$ cat src/rtl/dma_pcis_pkt_serializer.sv
`default_nettype none
// +----------------------------------------------------------------------------+
// | dma_pcis_pkt_serializer                                                    |
// | Splits unified PKT_W write packets into WORD_W words. Define               |
// | DMA_PCIS_SER_DBUF_EN to add a next-packet buffer for bubble-free streaming.|
// | Revision: 1.0                                                              |
// +----------------------------------------------------------------------------+
module dma_pcis_pkt_serializer #(
  parameter int PKT_W     = 512,
  parameter int WORD_W    = 64,
  parameter bit MSW_FIRST = 1'b0,
  localparam int NUM_WORDS = PKT_W / WORD_W,
  localparam int IDX_W     = $clog2(NUM_WORDS)
) (
  input  logic              clk,
  input  logic              rst_n,
  input  logic [PKT_W-1:0]  packet_in,
  input  logic              packet_in_valid,
  output logic              packet_in_grant,
  output logic [WORD_W-1:0] word_out,
  output logic [IDX_W-1:0]  word_out_idx,
  output logic              word_out_valid,
  output logic              word_out_last,
  input  logic              word_out_grant,
  output logic              busy
);

  if (PKT_W % WORD_W != 0) begin : g_bad_width
    $error("PKT_W must be a multiple of WORD_W");
  end

  localparam logic [0:0]       ST_EMPTY  = 1'b0;
  localparam logic [0:0]       ST_SERIAL = 1'b1;
  localparam logic [IDX_W-1:0] LAST_IDX  = IDX_W'(NUM_WORDS - 1);

  logic [0:0]       state_q, state_d;
  logic [IDX_W-1:0] idx_q, idx_d;
  logic             grant_en_q;
  logic [PKT_W-1:0] act_data_q;
  logic             act_load;
  logic             nxt_full_q;
  logic [IDX_W-1:0] sel;
  logic             in_xfer, out_xfer, last_xfer;

  assign in_xfer   = packet_in_valid && packet_in_grant;
  assign out_xfer  = word_out_valid && word_out_grant;
  assign last_xfer = out_xfer && (idx_q == LAST_IDX);

  if (MSW_FIRST) begin : g_msw_first
    assign sel = LAST_IDX - idx_q;
  end else begin : g_lsw_first
    assign sel = idx_q;
  end

`ifdef DMA_PCIS_SER_DBUF_EN
  logic             nxt_full_d;
  logic             act_from_nxt;
  logic [PKT_W-1:0] nxt_data_q;

  always_ff @(posedge clk or negedge rst_n) begin
    if (!rst_n) nxt_full_q <= 1'b0;
    else        nxt_full_q <= nxt_full_d;
  end

  // Capturing on every accept is harmless: NXT is only read when nxt_full_q is set.
  always_ff @(posedge clk) begin
    if (in_xfer) nxt_data_q <= packet_in;
  end

  always_ff @(posedge clk) begin
    if (act_from_nxt)  act_data_q <= nxt_data_q;
    else if (act_load) act_data_q <= packet_in;
  end
`else
  assign nxt_full_q = 1'b0;

  always_ff @(posedge clk) begin
    if (act_load) act_data_q <= packet_in;
  end
`endif

  // grant_en_q keeps the input closed until the first edge after reset release.
  always_ff @(posedge clk or negedge rst_n) begin
    if (!rst_n) begin
      state_q    <= ST_EMPTY;
      idx_q      <= '0;
      grant_en_q <= 1'b0;
    end else begin
      state_q    <= state_d;
      idx_q      <= idx_d;
      grant_en_q <= 1'b1;
    end
  end

  always_comb begin
    state_d  = state_q;
    idx_d    = idx_q;
    act_load = 1'b0;
`ifdef DMA_PCIS_SER_DBUF_EN
    nxt_full_d   = nxt_full_q;
    act_from_nxt = 1'b0;
`endif
    case (state_q)
      ST_EMPTY: begin
        if (in_xfer) begin
          state_d  = ST_SERIAL;
          idx_d    = '0;
          act_load = 1'b1;
        end
      end
      default: begin
        if (out_xfer && (idx_q != LAST_IDX)) begin
          idx_d = idx_q + 1'b1;
        end else if (last_xfer) begin
`ifdef DMA_PCIS_SER_DBUF_EN
          if (nxt_full_q) begin
            idx_d        = '0;
            act_from_nxt = 1'b1;
            nxt_full_d   = 1'b0;
          end else if (in_xfer) begin
            idx_d    = '0;
            act_load = 1'b1;
          end else begin
            state_d = ST_EMPTY;
          end
`else
          state_d = ST_EMPTY;
`endif
        end
`ifdef DMA_PCIS_SER_DBUF_EN
        if (in_xfer && !last_xfer) nxt_full_d = 1'b1;
`endif
      end
    endcase
  end

  always_comb begin
    word_out_valid = (state_q == ST_SERIAL);
    word_out_last  = word_out_valid && (idx_q == LAST_IDX);
    word_out       = word_out_valid ? act_data_q[sel*WORD_W +: WORD_W] : '0;
    word_out_idx   = idx_q;
    busy           = word_out_valid || nxt_full_q;
`ifdef DMA_PCIS_SER_DBUF_EN
    packet_in_grant = grant_en_q && !nxt_full_q;
`else
    packet_in_grant = grant_en_q && (state_q == ST_EMPTY);
`endif
  end

endmodule
`default_nettype wire

$ cat config.mk
export PLATFORM = sky130hd
export DESIGN_NAME = dma_pcis_pkt_serializer
export DESIGN_NICKNAME = d
export VERILOG_FILES = /design/src/rtl/dma_pcis_pkt_serializer.sv
export SDC_FILE = /design/constraint.sdc
export NUM_CORES = 1
export LEC_CHECK = 0
export ABC_AREA = 1
export BUFFER_PORTS_ARGS = -buffer_cell sky130_fd_sc_hd__clkbuf_2
export CELL_PAD_IN_SITES_DETAIL_PLACEMENT = 1
export CELL_PAD_IN_SITES_GLOBAL_PLACEMENT = 1
export CORE_MARGIN = 8
export CORE_UTILIZATION = 40
export CTS_BUF_LIST = sky130_fd_sc_hd__clkbuf_16
export DETAILED_ROUTE_END_ITERATION = 6
export GPL_TIMING_DRIVEN = 0
export PLACE_DENSITY_LB_ADDON = 0.3
export SYNTH_ARGS = -nofsm -noshare
export SYNTH_HDL_FRONTEND = slang
export SYNTH_SLANG_ARGS = --single-unit
export TNS_END_PERCENT = 100
$ cat constraint.sdc
create_clock -name clk -period 13.9 [get_ports clk]
set_input_delay 2.085 -clock clk [delete_from_list [all_inputs] [get_ports clk]]
set_output_delay 2.085 -clock clk [all_outputs]
set_load 0.005 [all_outputs]
==> qor.yml, run 1 <==
sta:
  whs_ps: 751
  timing.slew.headroom_pct: 28.0
  worst_slack_ps: 8910
  finalClockSkew_ps: 23.6
  setup_viol: 0
  fmax_mhz: 200
  fin_crit_sh_pct: 35.9
  slew_viol_final: 0
  setup_tns_ps: 0
  period_needed_ps: 4990
  rsz0062_at_grt: "no"
  worstMarginPinSlew_ps: 1080
  finalHoldViolations: 0
synthesis:
  synth_edf_count: 512
  synth_compound_gate_area_share_pct: 0.0441
  yosys-mux-area-fraction_pct: 0
  synthSimpleGateAreaFrac_pct: 20.0
  synthXorXnorAreaFrac_pct: 0
  synth_cell_type_count: 16
  yosys_warnings: 0
  synth_area_per_cell_um2: 10.1
  synthAdderAreaFrac_pct: 0.110
  synth_seq_cells: 517
  syn_inst: 2248
  synth.most_common_cell: "nand2_1"
  synthTopCellsByArea: "edfxtp_1 (68%), nand2_1 (11%), inv_1 (8.5%)"
  syn_nets: 2766
  ys_seq_area_share_pct: 68.2
  synth_area_um2: 22700
  synth_flop_cell: "edfxtp_1"
  synth_top_area_share_pct: 67.7
  yosysTopAreaCell: "edfxtp_1"
  synthArstFlopShare_pct: 0.967
  synth_top_family_by_area: "simple AND/OR/NAND/NOR gates"
  synth_commonest_cells: "nand2_1 (647), inv_1 (516), edfxtp_1 (512)"
run_status:
  status: "finished clean"
route:
  drt_iter0_drc: 1159
  via_per_inst: 4.87
  wl_per_cell_um: 22.2
  dr_total_vias: 18100
  firstDrtPassIters: 5
  antenna_left: 0
  drt-total-wl_um: 82600
  drc: 0
clocking:
  cts_repair_resize_count: 0
  cts_inserted_buffers: 57
  h-tree-depth: 2
  cts_tree: "yes"
  insertion_delay_ps: 610
  path_clk_slew_ps: 60
  cts_buffer_depth: 3
  cts-root-buf: "clkbuf_16"
  post_cts_buffers: 0
  hold_buffers: 0
  clock_sinks: 517
floorplan:
  coreArea_um2: 56300
  die_y_um: 254
  die_x_um: 254
  pin_count: 587
  dieArea_um2: 64700
  rows: 87
  start_util_pct: 40.4
global_route:
  grt_max_degree: 144
  grt_pass1_wl_um: 119000
  grt_antenna_before_repair: 31
  grtUsageTotal_pct: 24.6
  overflow: 0
  grt_pass1_vias: 19800
finish:
  utilization_pct: 50.7
  drive_above_1_share_pct: 25.7
  nNetsFinal: 3415
  synthToLayoutAreaGrowth_pct: 25.6
setup_path:
  start_kind: "register"
  cp.required_ps: 11810
  cp-end-kind: "primary output"
  criticalPathCategory: "reg2out"
  arrival_ps: 2900
  path_max_fanout: 10
job:
  drv_cap: 0
placed_design:
  port_buffers: 586
  pre_cts_slack_ps: 9460
  place.gp.congestion: 0.870
  dp_hpwl_um: 61900
power:
  ir_drop_v: 0.000109
  pwr_density_cell_nw_per_um2: 183
  total_power_mw: 5.23
  power.leakage_nw: 14.0
hold_path:
  hold_class: "reg2reg"
## layout make-up
| type | count | area [um^2] |
|---|---|---|
| diodes | 25 | 62.6 |
| plain buffers | 108 | 689 |
| clock buffers | 59 | 1480 |
| clock inverters | 47 | 277 |
| fillers | 6531 | 27800 |
| inverters | 517 | 1950 |
| multi-input cells | 1106 | 4580 |
| flip-flops and latches | 517 | 15500 |
| well taps | 756 | 946 |
| repair buffers | 590 | 3040 |
## kinds of logic (layout without fill, tap and decap cells)
logic type | count (synthesis) | count (layout)
compound gates | 2 | 2
buf+inv | 625 | 1321
fa+ha+maj | 2 | 2
flops | 517 | 517
simple gates | 1101 | 1101
other cells | 1 | 26
## worst max-delay path, cell delays in order, from the launching register on
cell,delay [ps]
dfrtp_1,420
clkbuf_1,820
clkbuf_1,570
nor2_1,110
nor2_1,200
clkbuf_2,160
## routing by layer
layer	part of all wire, %	track usage [%]
met1	39	29.2
met2	51	43.1
met3	6.3	4.90
met4	3.8	10.3
met5	0.099	0
## stage by stage
stage | cell area (um^2) | std cells
CTS | 28500 | 3700
floorplan | 22700 | 2248
detailed placement | 26700 | 3594
global route | 28500 | 3722
global placement | 26600 | 3590
finish | 28500 | 3725
## cells in the final DEF (no fill, tap or decap), drive strengths merged, types with 3 or more instances in the layout
| master | n |
|---|---|
| diode | 25 |
| nor2 | 129 |
| clkinv | 25 |
| dfrtp | 5 |
| clkbuf | 657 |
| inv | 534 |
| edfxtp | 512 |
| bufinv | 3 |
| nand2 | 647 |
| buf | 100 |
| nand3 | 324 |
## where the power goes
| group | leakage (nW) | internal (mW) | switching, mW |
|---|---|---|---|
| registers | 4.70 | 1.86 | 0.0342 |
| logic | 8.34 | 0.615 | 1.28 |
| clock network | 0.915 | 0.815 | 0.625 |
## sequential cells by signal, indices dropped and copies added (netlist names)
name,cells
act_data_q,512
busy,1
grant_en_q,1
word_out_idx,3
## worst paths after layout
| path | startpoint | to | slack, ps | cells past startpoint |
|---|---|---|---|---|
| min in group asynchronous | rst_n | busy | 1290 | 1 |
| min reg2reg | word_out_idx[0] | word_out_idx[1] | 750 | 3 |
| max in group asynchronous | rst_n | word_out_idx[0] | 12450 | 1 |
| max reg2reg | busy | act_data_q[479] | 10470 | 6 |
| max | word_out_idx[2] | word_out[20] | 8910 | 5 |
| min | word_out_idx[0] | word_out_idx[1] | 750 | 3 |
Power figures use the tool's default switching activity.
==> run 2: changes to the inputs <==
- ABC_AREA: 1 -> 0
- clock period: 13.9 -> 4.6 ns (I/O delays scaled with it)
==> run 2 against run 1 <==
Via count is 33% lower. Global-route usage is 3.1 points lower. Synthesized cell count is 57% lower. Sequential cell count stayed put. Clock skew is 7.4 ps lower. Worst setup slack worse by 8000 ps. Core utilization is 1.1 points higher. Register-to-register slack worse by 8900 ps. Combinational power is 130% higher. Die area is 10% lower. Highest routed layer unchanged.
==> qor.yml, run 2 <==
synthesis:
  synthArstFlopShare_pct: 0.967  # unchanged
  synth_area_um2: 20200  # -11%
  synth_edf_count: 512  # unchanged
  synth_top_area_share_pct: 76.1  # +8.4 points
  yosys_warnings: 0  # unchanged
  syn_nets: 1495  # -46%
  synth_commonest_cells: "edfxtp_1 (512), mux2i_1 (67), inv_1 (66)"
  synth_cell_type_count: 26  # +10
  synth_flop_cell: "edfxtp_1"
  synth_seq_cells: 517  # unchanged
  synth.most_common_cell: "edfxtp_1"
  synthTopCellsByArea: "edfxtp_1 (76%), mux4_2 (7.1%), mux2_2 (3.6%)"
  syn_inst: 977  # -57%
  ys_seq_area_share_pct: 76.7  # +8.4 points
  synth_area_per_cell_um2: 20.7  # +100%
  yosysTopAreaCell: "edfxtp_1"
finish:
  final_common_cell: "clkbuf_2"
  largest_reg_flops: 512  # unchanged
  final_cells: 2370  # -36%
  stdcell_area_um2: 25900  # -9.1%
  utilization_pct: 51.8  # +1.1 points
  n_fill_cell: 4890  # -25%
  layout_common_cells: "clkbuf_2 (586), edfxtp_1 (512), inv_1 (87), mux2i_1 (67)"
  drive_above_1_share_pct: 52.1  # +26 points
  top_register: "act_data_q"
  synthToLayoutAreaGrowth_pct: 28.3
  nNetsFinal: 2147  # -37%
sta:
  period_needed_ps: 3660
  rsz0062_at_grt: "no"
  slew_viol_final: 0  # unchanged
  timing.slew.headroom_pct: 32.7  # +4.7 points
  worstMarginPinSlew_ps: 1010  # -70.2 ps
  finalHoldViolations: 0  # unchanged
  setup_viol: 0  # unchanged
  fmax_mhz: 273
  fin_crit_sh_pct: 79.6
  finalClockSkew_ps: 16.2  # -7.45 ps
  whs_ps: 275  # -477 ps
floorplan:
  pin_count: 587  # unchanged
  die_x_um: 241  # -5.3%
  dieArea_um2: 58000  # -10%
  die_y_um: 241  # -5.3%
  coreArea_um2: 50100  # -11%
  start_util_pct: 40.4  # about the same
  rows: 82  # -5.7%
run_status:
  status: "finished clean"
clocking:
  cts_tree: "yes"
  insertion_delay_ps: 590  # -20 ps
  path_clk_slew_ps: 60  # about the same
  cts_inserted_buffers: 54  # -5.3%
  hold_buffers: 1  # +1
  cts-root-buf: "clkbuf_16"
  cts_repair_resize_count: 0  # unchanged
  clock_sinks: 517  # unchanged
  h-tree-depth: 2  # unchanged
  post_cts_buffers: 0  # unchanged
  cts_buffer_depth: 3  # unchanged
placed_design:
  place.gp.congestion: 0.863  # -0.75%
  dpl_cell_area_um2: 24200  # -9.3%
  dp_hpwl_um: 49100  # -21%
  dpl.cell_count: 2244  # -38%
  port_buffers: 586  # unchanged
setup_path:
  ff2ff_setup_slack_ps: 1580  # -8890 ps
  path_max_fanout: 10  # unchanged
  start_kind: "register"
  criticalPathCategory: "reg2out"
  arrival_ps: 2970  # +70 ps
  cp.required_ps: 3910  # -7900 ps
  cp-end-kind: "primary output"
power:
  ir_drop_v: 0.000375  # +240%
  total_power_mw: 14.1  # +170%
  pwr_density_cell_nw_per_um2: 544  # +200%
  power.leakage_nw: 9.88  # -29%
hold_path:
  hold_class: "in2reg"
route:
  dr_total_vias: 12100  # -33%
  drt-total-wl_um: 64500  # -22%
  firstDrtPassIters: 4  # -1
  wl_per_cell_um: 27.2  # +23%
  via_per_inst: 5.09  # +4.7%
  antenna_left: 0  # unchanged
  drc: 0  # unchanged
  drt_iter0_drc: 787  # -32%
global_route:
  grt_max_degree: 64  # -56%
  grt_pass1_wl_um: 89600  # -25%
  grt_pass1_vias: 13500  # -32%
  grt_antenna_before_repair: 35  # +13%
  grtUsageTotal_pct: 21.4  # -3.1 points
  overflow: 0  # unchanged
job:
  drv_cap: 0  # unchanged
[run 2: kinds of logic (layout without fill, tap and decap cells)]
logic type | count (synthesis) | after routing | synth area share (%)
flip-flops | 517 | 517 | 76.7
AND/OR/NAND/NOR | 10 | 10 | 0.291
other | 1 | 26 | 0.0186
AO/OA/AOI/OAI | 129 | 129 | 5.73
adder cells (fa/ha/maj) | 2 | 2 | 0.124
buffers and inverters | 123 | 819 | 3.14
multiplexers | 195 | 195 | 14.0
[run 2: cell type report]
type / count / area [um^2] / share of cell area [%]
Antenna cell: 25 / 62.6 / 0.241
Sequential cell: 517 / 15500 / 59.8
Inverter: 66 / 248 / 0.955
Clock buffer: 55 / 1380 / 5.31
Clock inverter: 45 / 265 / 1.02
Buffer: 57 / 388 / 1.50
Timing Repair Buffer: 596 / 3180 / 12.2
Multi-Input combinational cell: 337 / 4080 / 15.7
Tap cell: 672 / 841 / 3.24
[run 2: routing by layer]
| metal | routed length [um] | share of wire (%) | GRT usage, % |
|---|---|---|---|
| met1 | 23500 | 36 | 24.3 |
| met2 | 32600 | 50 | 36.6 |
| met3 | 5750 | 8.9 | 7.09 |
| met4 | 2600 | 4.0 | 10.0 |
| met5 | 128 | 0.20 | 0 |
[run 2: through the flow]
step	TNS, ps	setup WS [ps]
2_1_floorplan	-367810	-879
3_3_place_gp	-1182800	-2420
3_5_place_dp	0	1380
4_1_cts	0	735
5_1_grt	0	659
6_report	0	941
[run 2: final timing paths]
kind | end | depth (start not counted) | startpoint
worst max register to register | act_data_q[469] | 5 | busy
worst max-delay path | word_out[50] | 5 | busy
worst min register to register | word_out_idx[2] | 3 | word_out_idx[2]
max in group asynchronous | word_out_idx[1] | 2 | rst_n
worst min-delay path | act_data_q[473] | 1 | packet_in[473]
min in group asynchronous | word_out_idx[2] | 2 | rst_n
[run 2: critical path: stages (launching register included)]
cell and delay, ps:
dfrtp_1 690, clkbuf_1 500, clkbuf_1 440, o21ai_0 330, a221oi_2 280, clkbuf_2 170
[run 2: report_power, final]
group / switching (mW) / total (mW) / internal [mW]
sequential: 0.110 / 5.67 / 5.56
combinational: 2.48 / 4.35 / 1.87
clock: 1.77 / 4.09 / 2.32
total: 4.36 / 14.1 / 9.74
